<file path="config.mk">
export PLATFORM = sky130hd
export DESIGN_NAME = branch_seq
export DESIGN_NICKNAME = d
export VERILOG_FILES = /design/src/rtl/branch_seq.sv
export SDC_FILE = /design/constraint.sdc
export NUM_CORES = 1
export LEC_CHECK = 0
export BUFFER_PORTS_ARGS = -buffer_cell sky130_fd_sc_hd__buf_2
export CAP_MARGIN = 15
export CORE_UTILIZATION = 25
export CTS_CLUSTER_DIAMETER = 60
export CTS_CLUSTER_SIZE = 24
export DETAILED_ROUTE_END_ITERATION = 12
export GPL_TIMING_DRIVEN = 1
export HOLD_SLACK_MARGIN = 0.06
export PLACE_DENSITY = 0.47
export SLEW_MARGIN = 15
export SYNTH_ARGS = -nofsm -noshare
export SYNTH_HDL_FRONTEND = slang
export SYNTH_SLANG_ARGS = --single-unit
</file>
<file path="constraint.sdc">
create_clock -name clk -period 2.2 [get_ports clk]
set_input_delay 0.11 -clock clk [delete_from_list [all_inputs] [get_ports clk]]
set_output_delay 0.11 -clock clk [all_outputs]
set_load 0.01 [all_outputs]
</file>
<file path="src/rtl/branch_seq.sv">
// Branch resolution sequencer: borrows the shared EX-stage ALU for one compare
// cycle and one next-PC cycle, then presents taken/target to PC select.
module branch_seq #(
    parameter int XLEN = 32
) (
    input  logic            clk,
    input  logic            rst,
    input  logic            in_valid,
    output logic            in_ready,
    input  logic [2:0]      funct3,
    input  logic [XLEN-1:0] src1,
    input  logic [XLEN-1:0] src2,
    input  logic [XLEN-1:0] imm,
    input  logic [XLEN-1:0] pc,
    input  logic            flush,
    output logic [3:0]      alu_op,
    output logic            alu_use_imm,
    output logic            alu_op_choice,
    output logic [XLEN-1:0] alu_src1,
    output logic [XLEN-1:0] alu_src2,
    output logic [XLEN-1:0] alu_imm,
    output logic [XLEN-1:0] alu_pc,
    input  logic [XLEN-1:0] alu_dest,
    output logic            out_valid,
    input  logic            out_ready,
    output logic            taken,
    output logic [XLEN-1:0] target,
    output logic            illegal,
    output logic            misaligned
);

    typedef enum logic [1:0] {IDLE, CMP, TGT, DONE} state_t;

    localparam logic [3:0] OP_ADD   = 4'b0000;
    localparam logic [3:0] OP_SLT   = 4'b0010;
    localparam logic [3:0] OP_SLTU  = 4'b0011;
    localparam logic [3:0] OP_XOR   = 4'b0100;
    localparam logic [3:0] OP_AUIPC = 4'b1010;

    state_t          state_q, state_d;
    logic [2:0]      funct3_q, funct3_d;
    logic [XLEN-1:0] src1_q, src1_d, src2_q, src2_d, imm_q, imm_d, pc_q, pc_d;
    logic            cond_q, cond_d;
    logic            taken_q, taken_d;
    logic [XLEN-1:0] target_q, target_d;
    logic            illegal_q, illegal_d;
    logic            misaligned_q, misaligned_d;
    logic            out_valid_q, out_valid_d;
    logic            cmp_eq, cmp_lt, cmp_cond;

    // ALU is driven only while a branch owns it; idle/done cycles leave it zeroed.
    always_comb begin
        alu_op        = OP_ADD;
        alu_use_imm   = 1'b0;
        alu_op_choice = 1'b0;
        alu_src1      = '0;
        alu_src2      = '0;
        alu_imm       = '0;
        alu_pc        = '0;
        case (state_q)
            CMP: begin
                alu_src1 = src1_q;
                alu_src2 = src2_q;
                case (funct3_q)
                    3'b000, 3'b001: alu_op = OP_XOR;
                    3'b100, 3'b101: alu_op = OP_SLT;
                    3'b110, 3'b111: alu_op = OP_SLTU;
                    default:        alu_op = OP_ADD;
                endcase
            end
            TGT: begin
                alu_use_imm = 1'b1;
                if (cond_q) begin
                    alu_op  = OP_AUIPC;
                    alu_imm = imm_q;
                    alu_pc  = pc_q;
                end else begin
                    alu_op   = OP_ADD;
                    alu_src1 = pc_q;
                    alu_imm  = XLEN'(4);
                end
            end
            default: ;
        endcase
    end

    always_comb begin
        cmp_eq = (alu_dest == '0);
        cmp_lt = alu_dest[0];
        case (funct3_q)
            3'b000:         cmp_cond = cmp_eq;
            3'b001:         cmp_cond = !cmp_eq;
            3'b100, 3'b110: cmp_cond = cmp_lt;
            3'b101, 3'b111: cmp_cond = !cmp_lt;
            default:        cmp_cond = 1'b0;
        endcase
    end

    always_comb begin
        state_d      = state_q;
        funct3_d     = funct3_q;
        src1_d       = src1_q;
        src2_d       = src2_q;
        imm_d        = imm_q;
        pc_d         = pc_q;
        cond_d       = cond_q;
        taken_d      = taken_q;
        target_d     = target_q;
        illegal_d    = illegal_q;
        misaligned_d = misaligned_q;
        out_valid_d  = out_valid_q;
        if (flush) begin
            state_d     = IDLE;
            out_valid_d = 1'b0;
        end else begin
            case (state_q)
                IDLE: if (in_valid) begin
                    funct3_d  = funct3;
                    src1_d    = src1;
                    src2_d    = src2;
                    imm_d     = imm;
                    pc_d      = pc;
                    illegal_d = 1'b0;
                    state_d   = CMP;
                end
                CMP: begin
                    cond_d    = cmp_cond;
                    illegal_d = (funct3_q[2:1] == 2'b01);
                    state_d   = TGT;
                end
                TGT: begin
                    target_d     = alu_dest;
                    taken_d      = cond_q;
                    misaligned_d = cond_q && (alu_dest[1:0] != 2'b00);
                    out_valid_d  = 1'b1;
                    state_d      = DONE;
                end
                DONE: if (out_ready) begin
                    out_valid_d = 1'b0;
                    state_d     = IDLE;
                end
                default: state_d = IDLE;
            endcase
        end
    end

    always_ff @(posedge clk) begin
        if (rst) begin
            state_q      <= IDLE;
            funct3_q     <= '0;
            src1_q       <= '0;
            src2_q       <= '0;
            imm_q        <= '0;
            pc_q         <= '0;
            cond_q       <= 1'b0;
            taken_q      <= 1'b0;
            target_q     <= '0;
            illegal_q    <= 1'b0;
            misaligned_q <= 1'b0;
            out_valid_q  <= 1'b0;
        end else begin
            state_q      <= state_d;
            funct3_q     <= funct3_d;
            src1_q       <= src1_d;
            src2_q       <= src2_d;
            imm_q        <= imm_d;
            pc_q         <= pc_d;
            cond_q       <= cond_d;
            taken_q      <= taken_d;
            target_q     <= target_d;
            illegal_q    <= illegal_d;
            misaligned_q <= misaligned_d;
            out_valid_q  <= out_valid_d;
        end
    end

    assign in_ready   = (state_q == IDLE);
    assign out_valid  = out_valid_q;
    assign taken      = taken_q;
    assign target     = target_q;
    assign illegal    = illegal_q;
    assign misaligned = misaligned_q;

endmodule
</file>
# Yosys cells after proc, flatten, opt, wreduce, memory -nomap -nowiden
# Index checks and enable logic that the tools add are counted.
# W data, S select, Z words.
classes:
  n_eq_ne: 11
  muxes: 19
  n_bitwise: 1
  n_reduce_logical: 21
ops:
  columns: ["op", "count"]
  rows:
  - ["$mux W32", 6]
  - ["$pmux W32 S2", 1]
  - ["$logic_not A32 Y1", 1]
  - ["$eq A3 B3 Y1 const B", 4]
  - ["$reduce_or A2 Y1", 6]
  - ["$pmux W3 S3", 1]
  - ["$pmux W2 S4", 1]
  - ["$pmux W4 S2", 1]
  - ["$reduce_and A2 Y1", 4]
  - ["$reduce_and A3 Y1", 2]
  - ["$reduce_bool A2 Y1", 3]
  - ["$eq A2 B1 Y1 const B", 2]
  - ["$eq A2 B2 Y1 const B", 2]
  - ["$mux W2", 2]
  - ["$mux W4", 1]
  - ["$ne A2 B2 Y1 const B", 2]
  - ["$pmux W1 S2", 2]
  - ["$pmux W1 S4", 1]
  - ["$eq A3 B1 Y1 const B", 1]
  - ["$logic_not A3 Y1", 1]
  - ["$mux W1", 3]
  - ["$logic_not A1 Y1", 2]
  - ["$logic_not A2 Y1", 1]
  - ["$logic_and A1 B1 Y1", 1]
  - ["$not A1 Y1", 1]
word_totals:
  ff_bits: 170
  in_bits: 168
  out_inout_bits: 171
  wordCells: 64

# Longest topological paths before layout
depth:
  ltp_word: 4
  mapped_depth: 9
  ltp_nobuf: 6

# Worst setup path after synthesis
# No wires, ideal clock.
synth_path:
  kind: "register to register"
  startpoint: "reg state_q[1]"
  endpoint: "reg cond_q"
  setup_time_ns: 0.062
  arrival_ns: 1.735
  required_ns: 2.138
  setup_slack_ns: 0.403
  path_stages_with_launch: 8
  n_path_buf: 1
  period_less_slack_ns: 1.797
  path_cell_list: "dfxtp_1 -> inv_1 -> ha_1 -> buf_6 -> and4bb_1 -> a211o_1 -> or4_1 -> nand3_1"
synth_via:
  elab_chain_cells: 2
synth_rtl:
  columns: ["element", "line_no", "rtl"]
  rows:
  - ["start: declaration", "40", "state_t state_q, state_d;"]
  - ["start signal: assignment", "162", "state_q <= state_d;"]
  - ["$eq A2 B1 Y1", "116", "case (state_q)"]
  - ["$reduce_and A2 Y1 (no line)", null, null]
  - ["end signal: assignment", "168", "cond_q <= cond_d;"]
  - ["end: declaration", "43", "logic cond_q, cond_d;"]
# No other way between the ends.
# A chain may end at the register's enable or synchronous reset.

# Worst setup path after layout
layout_path:
  startpoint: "reg state_q[1]"
  endpoint: "out alu_src1[7]"
layout_via:
  elab_chain_cells: 2
  elab_cells_between_ends: 3
  classes_between: "2 x eq/ne; 1 x mux"
layout_rtl:
  columns: ["element", "line_no", "rtl"]
  rows:
  - ["$eq A2 B2 Y1 or $eq A2 B1 Y1 (tied branches)", "60", "case (state_q)"]
  - ["$pmux W32 S2 *", "60", null]
  - ["end: declaration", "19", "output logic [XLEN-1:0] alu_src1,"]
# Every way passes the cells marked *; elsewhere a longest branch is shown, timed or not.

==> results.txt <==
initial antenna violation count: 2
cts bufs inserted: 17
reg2reg end: src1_q[6]
clk_lat worst skew: 0.43 ns
synthesis-stage register bit count: 170
H-tree depth reported by CTS: 4
Setup violations, final: 0
flop2flop setup slack: 0.17 ns
Synth cell types: 37
GRT overflow: 0
Initial Util: 25.4%
die area: 29000 um2
post-CTS setup buffer count: 0
status: complete, no violations
detailed-route DRC error count: 0
hold depth: 5
PD cells: 612 nW/um2
Slew headroom: 53.6%
Fin. Hold Viols: 0
Synth async-reset ratio: 0%
CP max FO: 17
crit path launch type: flop
worst slew pin tran: 0.696 ns
period utilization: 94.8%
worst hold endpoint: state_q[0]
total routing usage reported by global routing: 18.1%
setup_tns: 0 ns
Synth top area share: 48.0%
Critical Path RT: 2.09 ns
hold_ws: 0.137 ns
Syn Area/Cell: 7.58 um2
max incr delay on CP: 0.35 ns
yosys synthesis warning count: 0
first-pass GRT wire length: 41400 um
Layout area overhead: 63.1%
CTS tree: done
Core ar.: 27900 um2
hold path start: in_valid
Pleak: 0.00539 uW
R2R cell count: 8
f_max: 480 MHz
Row Count: 61
fin nets: 1579
top-count cell post-synth: nand2_1
cell taking the most area after synthesis: dfxtp_1
final std cells w/o fill: 1799
Mapped Area: 7090 um2
Min Clock Period, post-route: 2.09 ns
vias: 8188
pin count of the biggest net entering global routing: 79
Final Power: 7080 uW
Final Core Density: 41.5%
HP Class: in2reg
Avg WL per Cell: 15.4 um
drt pass-1 iters: 4
sequential fraction of the synthesis area: 48.0%
synth top area cells: dfxtp_1 48%, nand2_1 18%, a21oi_1 12%
die height: 170 um
IO Count: 339
CTS Buffer Depth: 2
DR vias/cell: 4.55
r2r startpoint: state_q[0]
share of layout cells above drive strength 1: 28.6%
Final Wtd Congestion: 0.745
final-report max-slew violation count: 0
Reg clk slew, reported paths: 0.07 ns
Post-synth EDFFs: 0
maximum VDD drop: 475 uV
Clock Skew: 0.0115 ns
hpwl dp: 17400 um
most used flip-flop cell after synthesis: dfxtp_1
total wire length: 27600 um
CP arrival: 1.98 ns
syn_nets: 1107
dpl cells: 1588
ANT nets after route: 0
Crit Path Class: reg2out
CP max stage cell: dfxtp_2
clk sinks: 170
Port Buf Inserts: 337
RSZ-0062 raised after global routing: no
max-cap check violation count: 0
Root Buffer: clkbuf_16
Die W: 170 um
DRT iter0 DRCs: 339
endpoint class of the critical path: output port
Commonest cells post-synth: 332 x nand2_1, 170 x dfxtp_1, 167 x a21oi_1
post-synthesis cell count: 935
crit path cell chain: inv_1 -> ha_2 -> buf_6 -> and2_4 -> clkbuf_16 -> a22o_1 -> buf_2
vias in the first global route: 8021
-- layer usage --
metal	global-route usage (%)	wire, um	up-vias
met3	4.91	1690	33
met5	0	14	-
met2	30.8	13100	269
met1	21.8	12300	3846
li1	-	-	4038
met4	6.15	538	2
-- through the flow --
stage	area (um2)	worst slack (ns)
5_1_grt	11600	0.00655
6_report	11600	0.115
3_5_place_dp	9170	0.345
4_1_cts	11500	0.0214
2_1_floorplan	7090	0.403
3_3_place_gp	9170	0.380
-- worst max path at each step --
stage	to	start	slack, ns
CTS	alu_src1[24]	state_q[1]	0.02
detailed placement	imm_q[19]	state_q[0]	0.35
floorplan	cond_q	state_q[1]	0.40
global route	src1_q[6]	state_q[0]	0.007
global placement	cond_q	state_q[1]	0.38
finish	alu_src1[7]	state_q[1]	0.11
-- critical path: cells and delay by family, from the launching register on --
kind            cells  cell delay, ns
compound gates      1            0.24
fa+ha+maj           1            0.21
simple gates        1            0.20
buf+inv             4            0.55
flops               1            0.35
-- registers in the layout, summed over array words and instances (netlist names) --
register    count
src2_q         32
misaligned      1
imm_q          32
target         32
taken           1
state_q         2
funct3_q        3
out_valid       1
src1_q         32
illegal         1
cond_q          1
pc_q           32
-- cells in the final DEF, fill, tap and decap left out, types with 3 or more instances in the layout --
master         count
nor2_1             3
nor3_1             3
ha_2               3
inv_1              3
a21oi_1          167
dfxtp_1          167
nor4_1             9
and3_1            64
buf_2            336
buf_12             6
dlygate4sd3_1    175
inv_6              7
inv_8              3
clkbuf_16         19
buf_6              3
dfxtp_2            3
a22o_1            34
and2_1            34
nand2_1          332
buf_4             14
-- where the power goes --
part	internal, uW	switching [uW]	leakage [uW]
Combinational	455	413	0.00373
Clock	1510	1430	0.000277
Sequential	3200	71.9	0.00139
Total	5160	1920	0.00539
-- what timing repair did --
| action | CTS | global route |
|---|---|---|
| gates resized for setup | 2 | 8 |
| endpoints found under the setup margin | 34 | 40 |
| gates cloned | 0 | 3 |
| endpoints found under the hold margin | 167 | 0 |
| hold buffers | 175 | 0 |
-- cells by family after synthesis --
logic type	share of synthesized area (%)
adder cells (fa/ha/maj)	0.706
AND/OR/NAND/NOR	29.0
buffers and inverters	5.03
AO/OA/AOI/OAI	16.8
multiplexers	0.283
other	0.0529
flip-flops	48.0
XOR/XNOR	0.124
-- area by class of cell --
type	instances	area [um2]
antenna	1	2.50
clock buffer	19	433
clock inverter	13	125
fill	2882	16300
inverter	4	15.0
multi-input combinational	678	3360
sequential	170	3410
tap	378	473
timing repair buffer	536	3740
Note: power is estimated with default switching activity, not from simulation.
